`src/rtl/mem_port_arbiter_pkg.sv`:
```
// rtl/mem_port_arbiter_pkg.sv - shared state encodings for the memory port arbiter
package mem_port_arbiter_pkg;

    typedef enum logic [2:0] {
        ARB_IDLE   = 3'd0,
        ARB_DBUSY  = 3'd1,
        ARB_IFBUSY = 3'd2,
        ARB_IFDROP = 3'd3,
        ARB_HALT   = 3'd4
    } arb_state_e;

    // True while a memory request is outstanding, whether its result is kept or not
    function automatic logic arb_in_flight(arb_state_e s);
        return (s == ARB_DBUSY) || (s == ARB_IFBUSY) || (s == ARB_IFDROP);
    endfunction

endpackage

```
`src/rtl/mem_port_arbiter_if.sv`:
```
// rtl/mem_port_arbiter_if.sv - pipeline and memory-side signals of the memory port arbiter
interface mem_port_arbiter_if #(
    parameter int ADDR_W = 32,
    parameter int DATA_W = 32
);
    logic              if_req;
    logic [ADDR_W-1:0] if_addr;
    logic              if_flush;
    logic              if_done;
    logic [DATA_W-1:0] if_rdata;
    logic              if_stall;

    logic              d_read;
    logic              d_write;
    logic [ADDR_W-1:0] d_addr;
    logic [DATA_W-1:0] d_wdata;
    logic              d_done;
    logic [DATA_W-1:0] d_rdata;
    logic              d_stall;

    logic              halt_req;
    logic              halted;

    logic              mem_valid;
    logic              mem_we;
    logic [ADDR_W-1:0] mem_addr;
    logic [DATA_W-1:0] mem_wdata;
    logic              mem_done;
    logic [DATA_W-1:0] mem_rdata;
    logic              mem_error;

    // Arbiter side
    modport slave (
        input  if_req, if_addr, if_flush,
        output if_done, if_rdata, if_stall,
        input  d_read, d_write, d_addr, d_wdata,
        output d_done, d_rdata, d_stall,
        input  halt_req,
        output halted,
        output mem_valid, mem_we, mem_addr, mem_wdata,
        input  mem_done, mem_rdata,
        output mem_error
    );

    // Pipeline and memory side
    modport master (
        output if_req, if_addr, if_flush,
        input  if_done, if_rdata, if_stall,
        output d_read, d_write, d_addr, d_wdata,
        input  d_done, d_rdata, d_stall,
        output halt_req,
        input  halted,
        input  mem_valid, mem_we, mem_addr, mem_wdata,
        output mem_done, mem_rdata,
        input  mem_error
    );

endinterface

```
`src/rtl/mem_port_arbiter_arb_watchdog.sv`:
```
// rtl/mem_port_arbiter_arb_watchdog.sv - memory response watchdog with sticky error
module arb_watchdog #(
    parameter int TIMEOUT = 64
) (
    input  logic clk,
    input  logic reset,
    input  logic clr_i,
    input  logic busy_i,
    input  logic done_i,
    output logic expire_o,
    output logic error_o
);
    localparam int CNT_W = $clog2(TIMEOUT + 1);

    logic [CNT_W-1:0] cnt_q, cnt_d;
    logic             error_q, error_d;

    // Expire on the edge that would complete the TIMEOUT-th waiting cycle; a
    // response arriving on that same edge still wins.
    assign expire_o = busy_i && !done_i && (cnt_q == CNT_W'(TIMEOUT - 1));
    assign error_o  = error_q;

    // Next count and sticky error
    always_comb begin
        cnt_d   = cnt_q;
        error_d = error_q | expire_o;
        if (clr_i) begin
            cnt_d = '0;
        end else if (busy_i) begin
            cnt_d = cnt_q + 1'b1;
        end
    end

    // Counter and error registers
    always_ff @(posedge clk or negedge reset) begin
        if (!reset) begin
            cnt_q   <= '0;
            error_q <= 1'b0;
        end else begin
            cnt_q   <= cnt_d;
            error_q <= error_d;
        end
    end

endmodule

```
`src/rtl/mem_port_arbiter.sv`:
```
// rtl/mem_port_arbiter.sv - shares one memory port between instruction fetch and data access
module mem_port_arbiter
    import mem_port_arbiter_pkg::*;
#(
    parameter int ADDR_W  = 32,
    parameter int DATA_W  = 32,
    parameter int TIMEOUT = 64
) (
    input  logic                 clk,
    input  logic                 reset,
    mem_port_arbiter_if.slave    bus
);
    arb_state_e        state_q;
    logic              halt_pend_q;
    logic              halted_q;
    logic              if_done_q;
    logic              d_done_q;
    logic [DATA_W-1:0] if_rdata_q;
    logic [DATA_W-1:0] d_rdata_q;
    logic              mem_valid_q;
    logic              mem_we_q;
    logic [ADDR_W-1:0] mem_addr_q;
    logic [DATA_W-1:0] mem_wdata_q;

    logic d_req;
    logic f_req;
    logic halt_now;
    logic grant;
    logic in_halt;
    logic wd_expire;
    logic wd_error;

    // A request whose done pulse is showing this cycle is already serviced;
    // the pipeline only moves on at the coming edge, so it must not be granted again.
    assign d_req    = (bus.d_read | bus.d_write) & ~d_done_q;
    assign f_req    = bus.if_req & ~if_done_q & ~bus.if_flush;
    assign halt_now = bus.halt_req | halt_pend_q;
    assign grant    = (state_q == ARB_IDLE) && !halt_now && (d_req || f_req);
    assign in_halt  = (state_q == ARB_HALT);

    arb_watchdog #(
        .TIMEOUT (TIMEOUT)
    ) u_watchdog (
        .clk      (clk),
        .reset    (reset),
        .clr_i    (grant),
        .busy_i   (arb_in_flight(state_q)),
        .done_i   (bus.mem_done),
        .expire_o (wd_expire),
        .error_o  (wd_error)
    );

    // Arbitration FSM with registered memory request and completion outputs
    always_ff @(posedge clk or negedge reset) begin
        if (!reset) begin
            state_q     <= ARB_IDLE;
            halt_pend_q <= 1'b0;
            halted_q    <= 1'b0;
            if_done_q   <= 1'b0;
            d_done_q    <= 1'b0;
            if_rdata_q  <= '0;
            d_rdata_q   <= '0;
            mem_valid_q <= 1'b0;
            mem_we_q    <= 1'b0;
            mem_addr_q  <= '0;
            mem_wdata_q <= '0;
        end else begin
            if_done_q   <= 1'b0;
            d_done_q    <= 1'b0;
            // Remember an ecall seen mid-access so it takes effect once idle
            halt_pend_q <= halt_pend_q | bus.halt_req;
            case (state_q)
                ARB_IDLE: begin
                    if (halt_now) begin
                        state_q  <= ARB_HALT;
                        halted_q <= 1'b1;
                    end else if (d_req) begin
                        // MEM stage holds the older instruction, so data goes first
                        state_q     <= ARB_DBUSY;
                        mem_valid_q <= 1'b1;
                        mem_we_q    <= bus.d_write;
                        mem_addr_q  <= bus.d_addr;
                        mem_wdata_q <= bus.d_wdata;
                    end else if (f_req) begin
                        state_q     <= ARB_IFBUSY;
                        mem_valid_q <= 1'b1;
                        mem_we_q    <= 1'b0;
                        mem_addr_q  <= bus.if_addr;
                        mem_wdata_q <= '0;
                    end
                end
                ARB_DBUSY: begin
                    if (bus.mem_done) begin
                        d_rdata_q   <= bus.mem_rdata;
                        d_done_q    <= 1'b1;
                        mem_valid_q <= 1'b0;
                        state_q     <= ARB_IDLE;
                    end else if (wd_expire) begin
                        mem_valid_q <= 1'b0;
                        state_q     <= ARB_IDLE;
                    end
                end
                ARB_IFBUSY: begin
                    if (bus.mem_done) begin
                        // A flush arriving with the response still discards it
                        if (!bus.if_flush) begin
                            if_rdata_q <= bus.mem_rdata;
                            if_done_q  <= 1'b1;
                        end
                        mem_valid_q <= 1'b0;
                        state_q     <= ARB_IDLE;
                    end else if (wd_expire) begin
                        mem_valid_q <= 1'b0;
                        state_q     <= ARB_IDLE;
                    end else if (bus.if_flush) begin
                        state_q <= ARB_IFDROP;
                    end
                end
                ARB_IFDROP: begin
                    if (bus.mem_done || wd_expire) begin
                        mem_valid_q <= 1'b0;
                        state_q     <= ARB_IDLE;
                    end
                end
                ARB_HALT: begin
                    state_q <= ARB_HALT;
                end
                default: begin
                    state_q     <= ARB_IDLE;
                    mem_valid_q <= 1'b0;
                end
            endcase
        end
    end

    assign bus.if_done   = if_done_q;
    assign bus.if_rdata  = if_rdata_q;
    assign bus.d_done    = d_done_q;
    assign bus.d_rdata   = d_rdata_q;
    assign bus.halted    = halted_q;
    assign bus.mem_valid = mem_valid_q;
    assign bus.mem_we    = mem_we_q;
    assign bus.mem_addr  = mem_addr_q;
    assign bus.mem_wdata = mem_wdata_q;
    assign bus.mem_error = wd_error;

    // A halted core must not sit waiting on the memory port
    assign bus.if_stall = reset & ~in_halt & bus.if_req & ~if_done_q;
    assign bus.d_stall  = reset & ~in_halt & (bus.d_read | bus.d_write) & ~d_done_q;

endmodule
```
`src/flat_wrapper.sv`:
```
// flat-port wrapper written by rule: the top's interface ports become plain ports
module mem_port_arbiter_flat import mem_port_arbiter_pkg::*;
#(
    parameter int ADDR_W  = 32,
    parameter int DATA_W  = 32,
    parameter int TIMEOUT = 64
)
  (clk, reset, bus_if_req, bus_if_addr, bus_if_flush, bus_if_done, bus_if_rdata, bus_if_stall, bus_d_read, bus_d_write, bus_d_addr, bus_d_wdata, bus_d_done, bus_d_rdata, bus_d_stall, bus_halt_req, bus_halted, bus_mem_valid, bus_mem_we, bus_mem_addr, bus_mem_wdata, bus_mem_done, bus_mem_rdata, bus_mem_error);
  mem_port_arbiter_if #(.ADDR_W(ADDR_W), .DATA_W(DATA_W)) bus_i ();
  input  logic clk;
  input  logic reset;
  input wire logic [$bits(bus_i.if_req)-1:0] bus_if_req;
  input wire logic [$bits(bus_i.if_addr)-1:0] bus_if_addr;
  input wire logic [$bits(bus_i.if_flush)-1:0] bus_if_flush;
  output wire logic [$bits(bus_i.if_done)-1:0] bus_if_done;
  output wire logic [$bits(bus_i.if_rdata)-1:0] bus_if_rdata;
  output wire logic [$bits(bus_i.if_stall)-1:0] bus_if_stall;
  input wire logic [$bits(bus_i.d_read)-1:0] bus_d_read;
  input wire logic [$bits(bus_i.d_write)-1:0] bus_d_write;
  input wire logic [$bits(bus_i.d_addr)-1:0] bus_d_addr;
  input wire logic [$bits(bus_i.d_wdata)-1:0] bus_d_wdata;
  output wire logic [$bits(bus_i.d_done)-1:0] bus_d_done;
  output wire logic [$bits(bus_i.d_rdata)-1:0] bus_d_rdata;
  output wire logic [$bits(bus_i.d_stall)-1:0] bus_d_stall;
  input wire logic [$bits(bus_i.halt_req)-1:0] bus_halt_req;
  output wire logic [$bits(bus_i.halted)-1:0] bus_halted;
  output wire logic [$bits(bus_i.mem_valid)-1:0] bus_mem_valid;
  output wire logic [$bits(bus_i.mem_we)-1:0] bus_mem_we;
  output wire logic [$bits(bus_i.mem_addr)-1:0] bus_mem_addr;
  output wire logic [$bits(bus_i.mem_wdata)-1:0] bus_mem_wdata;
  input wire logic [$bits(bus_i.mem_done)-1:0] bus_mem_done;
  input wire logic [$bits(bus_i.mem_rdata)-1:0] bus_mem_rdata;
  output wire logic [$bits(bus_i.mem_error)-1:0] bus_mem_error;
  assign bus_i.if_req = bus_if_req;
  assign bus_i.if_addr = bus_if_addr;
  assign bus_i.if_flush = bus_if_flush;
  assign bus_if_done = bus_i.if_done;
  assign bus_if_rdata = bus_i.if_rdata;
  assign bus_if_stall = bus_i.if_stall;
  assign bus_i.d_read = bus_d_read;
  assign bus_i.d_write = bus_d_write;
  assign bus_i.d_addr = bus_d_addr;
  assign bus_i.d_wdata = bus_d_wdata;
  assign bus_d_done = bus_i.d_done;
  assign bus_d_rdata = bus_i.d_rdata;
  assign bus_d_stall = bus_i.d_stall;
  assign bus_i.halt_req = bus_halt_req;
  assign bus_halted = bus_i.halted;
  assign bus_mem_valid = bus_i.mem_valid;
  assign bus_mem_we = bus_i.mem_we;
  assign bus_mem_addr = bus_i.mem_addr;
  assign bus_mem_wdata = bus_i.mem_wdata;
  assign bus_i.mem_done = bus_mem_done;
  assign bus_i.mem_rdata = bus_mem_rdata;
  assign bus_mem_error = bus_i.mem_error;
  mem_port_arbiter #(.ADDR_W(ADDR_W), .DATA_W(DATA_W), .TIMEOUT(TIMEOUT)) u_core (.clk(clk), .reset(reset), .bus(bus_i));
endmodule
```
`config.mk`:
```
export PLATFORM = sky130hd
export DESIGN_NAME = mem_port_arbiter_flat
export DESIGN_NICKNAME = d
export VERILOG_FILES = /design/src/rtl/mem_port_arbiter_pkg.sv /design/src/rtl/mem_port_arbiter_if.sv /design/src/rtl/mem_port_arbiter_arb_watchdog.sv /design/src/rtl/mem_port_arbiter.sv /design/src/flat_wrapper.sv
export SDC_FILE = /design/constraint.sdc
export NUM_CORES = 1
export LEC_CHECK = 0
export BUFFER_PORTS_ARGS = -buffer_cell sky130_fd_sc_hd__buf_2
export CELL_PAD_IN_SITES_DETAIL_PLACEMENT = 2
export CELL_PAD_IN_SITES_GLOBAL_PLACEMENT = 2
export CORE_ASPECT_RATIO = 0.6
export CORE_MARGIN = 1
export CORE_UTILIZATION = 32
export DETAILED_ROUTE_END_ITERATION = 10
export PLACE_DENSITY_LB_ADDON = 0.15
export SLEW_MARGIN = 20
export SYNTH_ARGS = -nofsm -noshare
export SYNTH_HDL_FRONTEND = slang
export SYNTH_SLANG_ARGS = --single-unit
```
`constraint.sdc`:
```
create_clock -name clk -period 3.55 [get_ports clk]
set_clock_uncertainty 0.1 [all_clocks]
set_input_delay 0.1775 -clock clk [delete_from_list [all_inputs] [get_ports clk]]
set_output_delay 0.1775 -clock clk [all_outputs]
set_load 0.01 [all_outputs]
```
==> run_results.csv <==
group,metric,value,unit
power,leakage,4.806,nW
timing,fmax,441.6,MHz
die,io_pins,272,
logic_synthesis,syn_inst,390,
worst_setup_path,crit_type,"in2reg",
clocking,post_cts_buffers,0,
power,power_switching,0.8810,mW
final_layout,regArea,0.003628,mm²
final_layout,syn_to_final_growth,48.92,%
run_status,status,"completed",
logic_synthesis,yosys_warnings,0,
power,seqPwrFrac,44.1,%
die,initial_utilization,32.62,%
timing,finalMaxSlewViolations,0,
global_routing,antenna_found_initial,1,
clocking,htree_levels,4,
run,drv_cap,0,
power,clkPwrFrac,47.9,%
logic_synthesis,synthTopCellsByArea,"dfrtp_1 (62%), mux2_2 (24%), a22o_1 (4.9%)",
routing,first_pass_iters,4,
worst_setup_path,worstPathArrival,2460,ps
logic_synthesis,seq_area_frac_synth,61.57,%
clocking,cts_made_buffers,17,
logic_synthesis,ys_types,38,
placement,dp_cells,885,
hold_path,hp-class,"in2async",
routing,num_vias,4727,
timing,worstMarginPinSlew,990.1,ps
timing,relSlewSlack,33.81,%
power,p_sw_share,22.83,%
worst_setup_path,worstSetupEndpointType,"register",
global_routing,grt_overflow,0,
die,coreArea,0.01807,mm²
timing,tns,0,ps
clocking,clock_latency,410,ps
die,die_x,177.2,µm
worst_setup_path,cp-start-kind,"primary input",
logic_synthesis,synth_nets,527,
power,internal_power,2.979,mW
final_layout,drive_above_1_share,59.60,%
placement,globalplace.congestion,0.7814,
power,total_power,3.860,mW
worst_setup_path,path_max_fanout,32,
timing,holdWs,18.32,ps
routing,drtIter0Drc,177,
power,combinationalPowerShare,8.0,%
routing,viasPerCell,4.799,
timing,timing_hold_violations_final,0,
final_layout,multi_input_area,0.002136,mm²
timing,period_share,63.79,%
logic_synthesis,yosys.area.top_type,"dfrtp_1",
clocking,holdBufCountCts,69,
die,die_h,107.1,µm
global_routing,grt_pass1_vias,5479,
clocking,path_clk_slew,60,ps
timing,setup_violations,0,
placement,post-dp-hpwl,12.90,mm
logic_synthesis,syn_avg_cell_area,15.11,µm²
global_routing,track_usage,21.20,%
clocking,clockBufferDepth,2,
clocking,cts_root_buf,"clkbuf_16",
routing,antenna_left,0,
global_routing,grt_max_degree,71,
logic_synthesis,synth_top_cell_area_share,61.57,%
power,worst_ir_drop_vdd,0.2854,mV
placement,io_buffers,271,
clocking,cts_resized,0,
logic_synthesis,ys_ff_latch,145,
timing,rsz0062_at_grt,"false",
global_routing,grt_pass1_wl,30.34,mm
final_layout,nFillCells,1797,
timing,fin_crit,2265,ps
placement,placed_area,0.007487,mm²
logic_synthesis,synth_area,0.005893,mm²
routing,finalWirelength,19.53,mm
final_layout,diodes,0,
final_layout,final_cell_area,0.008776,mm²
die,fp.dieArea,0.01898,mm²
worst_setup_path,cp.required,3750,ps
die,rows,38,
final_layout,nNetsFinal,870,
routing,avgRoutedWirePerCell,19.83,µm
routing,drcViolationCount,0,
clocking,clock-sinks,145,
final_layout,fin_cells,985,
clocking,cts_tree,"done",
power,power.density,439.8,mW/mm²
## area by class of cell
cell class              count  share of cell area [%]
multi-input cells         219                   24.34
repair buffers            346                   23.91
clock buffers              19                   5.047
flip-flops and latches    145                   41.35
inverters                   4                  0.1711
well taps                 240                   3.422
clock inverters            12                   1.768
## flip-flops by register name, indices dropped and copies added (netlist names)
name,count
u_core.state_q,3
u_core.bus.mem_valid,1
u_core.bus.d_rdata,32
u_core.u_watchdog.cnt_q,7
u_core.bus.mem_we,1
u_core.bus.mem_wdata,32
u_core.bus.halted,1
u_core.bus.d_done,1
u_core.halt_pend_q,1
u_core.bus.if_done,1
u_core.bus.mem_addr,32
u_core.u_watchdog.error_o,1
u_core.bus.if_rdata,32
## metal layers
layer  global-route usage, %  part of all wire [%]  routed length, µm
met1                   24.95                    41               8100
met2                   36.86                    50               9704
met3                   7.411                   8.1               1591
met4                   5.111                  0.63                123
met5                       0                 0.067                 13
## final timing paths
check                      slack [ps]                 startpoint  depth (start not counted)                   endpoint
max                              1290               bus_halt_req                          6    u_core.bus.mem_addr[24]
min                                20                      reset                          2    u_core.bus.mem_addr[20]
max reg2reg                      1310          u_core.state_q[2]                          4    u_core.bus.mem_addr[24]
min reg2reg                       380  u_core.u_watchdog.error_o                          1  u_core.u_watchdog.error_o
max in group asynchronous        2220                      reset                          3    u_core.bus.mem_wdata[8]
min in group clk                   20               bus_mem_done                          3         u_core.bus.if_done
## cells in the final DEF (no fill, tap or decap), types with 2 or more instances in the layout
| cell | synthesis | routed |
|---|---|---|
| mux2_4 | 3 | 3 |
| a21oi_1 | 6 | 6 |
| or3_1 | 2 | 2 |
| nor2_1 | 7 | 7 |
| clkinv_2 | 0 | 3 |
| clkbuf_16 | 0 | 17 |
| a22o_1 | 33 | 33 |
| buf_2 | 20 | 270 |
| buf_4 | 0 | 6 |
| inv_6 | 0 | 3 |
| inv_1 | 3 | 3 |
| mux2_1 | 2 | 2 |
| nand4_1 | 3 | 3 |
| o21ai_0 | 5 | 5 |
| dlygate4sd3_1 | 0 | 69 |
| o31ai_1 | 3 | 3 |
| or2_2 | 2 | 2 |
| nand3_1 | 3 | 3 |
| dfrtp_1 | 145 | 145 |
| bufinv_16 | 0 | 3 |
| mux2_2 | 123 | 123 |
| clkinvlp_4 | 0 | 2 |
| nand2_1 | 4 | 4 |
| a31o_2 | 2 | 2 |
| or4_1 | 3 | 3 |
## logic make-up after synthesis
| family | count (synthesis) | synth area share (%) |
|---|---|---|
| xor+xnor | 1 | 0.1486 |
| simple gates | 32 | 3.270 |
| compound gates | 56 | 7.643 |
| mux | 129 | 24.82 |
| flops | 145 | 61.57 |
| buf+inv | 26 | 2.335 |
| fa+ha+maj | 1 | 0.2123 |
## worst max-delay path, cell delays in order
cell,delay [ps]
dlygate4sd3_1,560
buf_2,150
nor3_4,310
o211a_1,400
buf_4,460
mux2_2,390
## power groups by stage
stage	Combinational, mW	Sequential, mW	Clock, mW
finish	0.309	1.70	1.85
global route	0.340	1.70	1.97
CTS	0.310	1.70	1.90
detailed placement	0.247	1.73	0
global placement	0.235	1.73	0
floorplan	0.0730	1.74	0
## synthesized netlist by cell type
library cell and n:
ha_1 1, nor3b_2 1, mux2_2 123, a22o_1 33, or3_1 2, a31o_2 2, or2_2 2, a21oi_1 6
nor2_2 1, o21ba_1 1, mux2_1 2, inv_1 3, o211a_1 1, or4_1 3, and4_1 1, buf_6 2
o211ai_2 1, mux2_4 3, o21bai_2 1, and3_1 1, nand2b_1 1, o211ai_1 1, o21ai_0 5, nand2_1 4
inv_2 1, nand3_1 3, nor4_1 1, xor2_1 1, o31ai_1 3, nor2_1 7, a211oi_1 1, buf_2 20
nor3b_1 1, nand4_1 3, nor3_4 1, o21bai_1 1, dfrtp_1 145, mux2i_1 1
## through the flow
step / setup slack [ps] / utilization [%]
after floorplan: 1867 / -
after global placement: 1404 / 41.43
after detailed placement: 1308 / 41.44
after CTS: 1267 / 48.57
after global routing: 1161 / 48.57
final: 1285 / 48.57
Note: power is estimated with default switching activity, not from simulation.
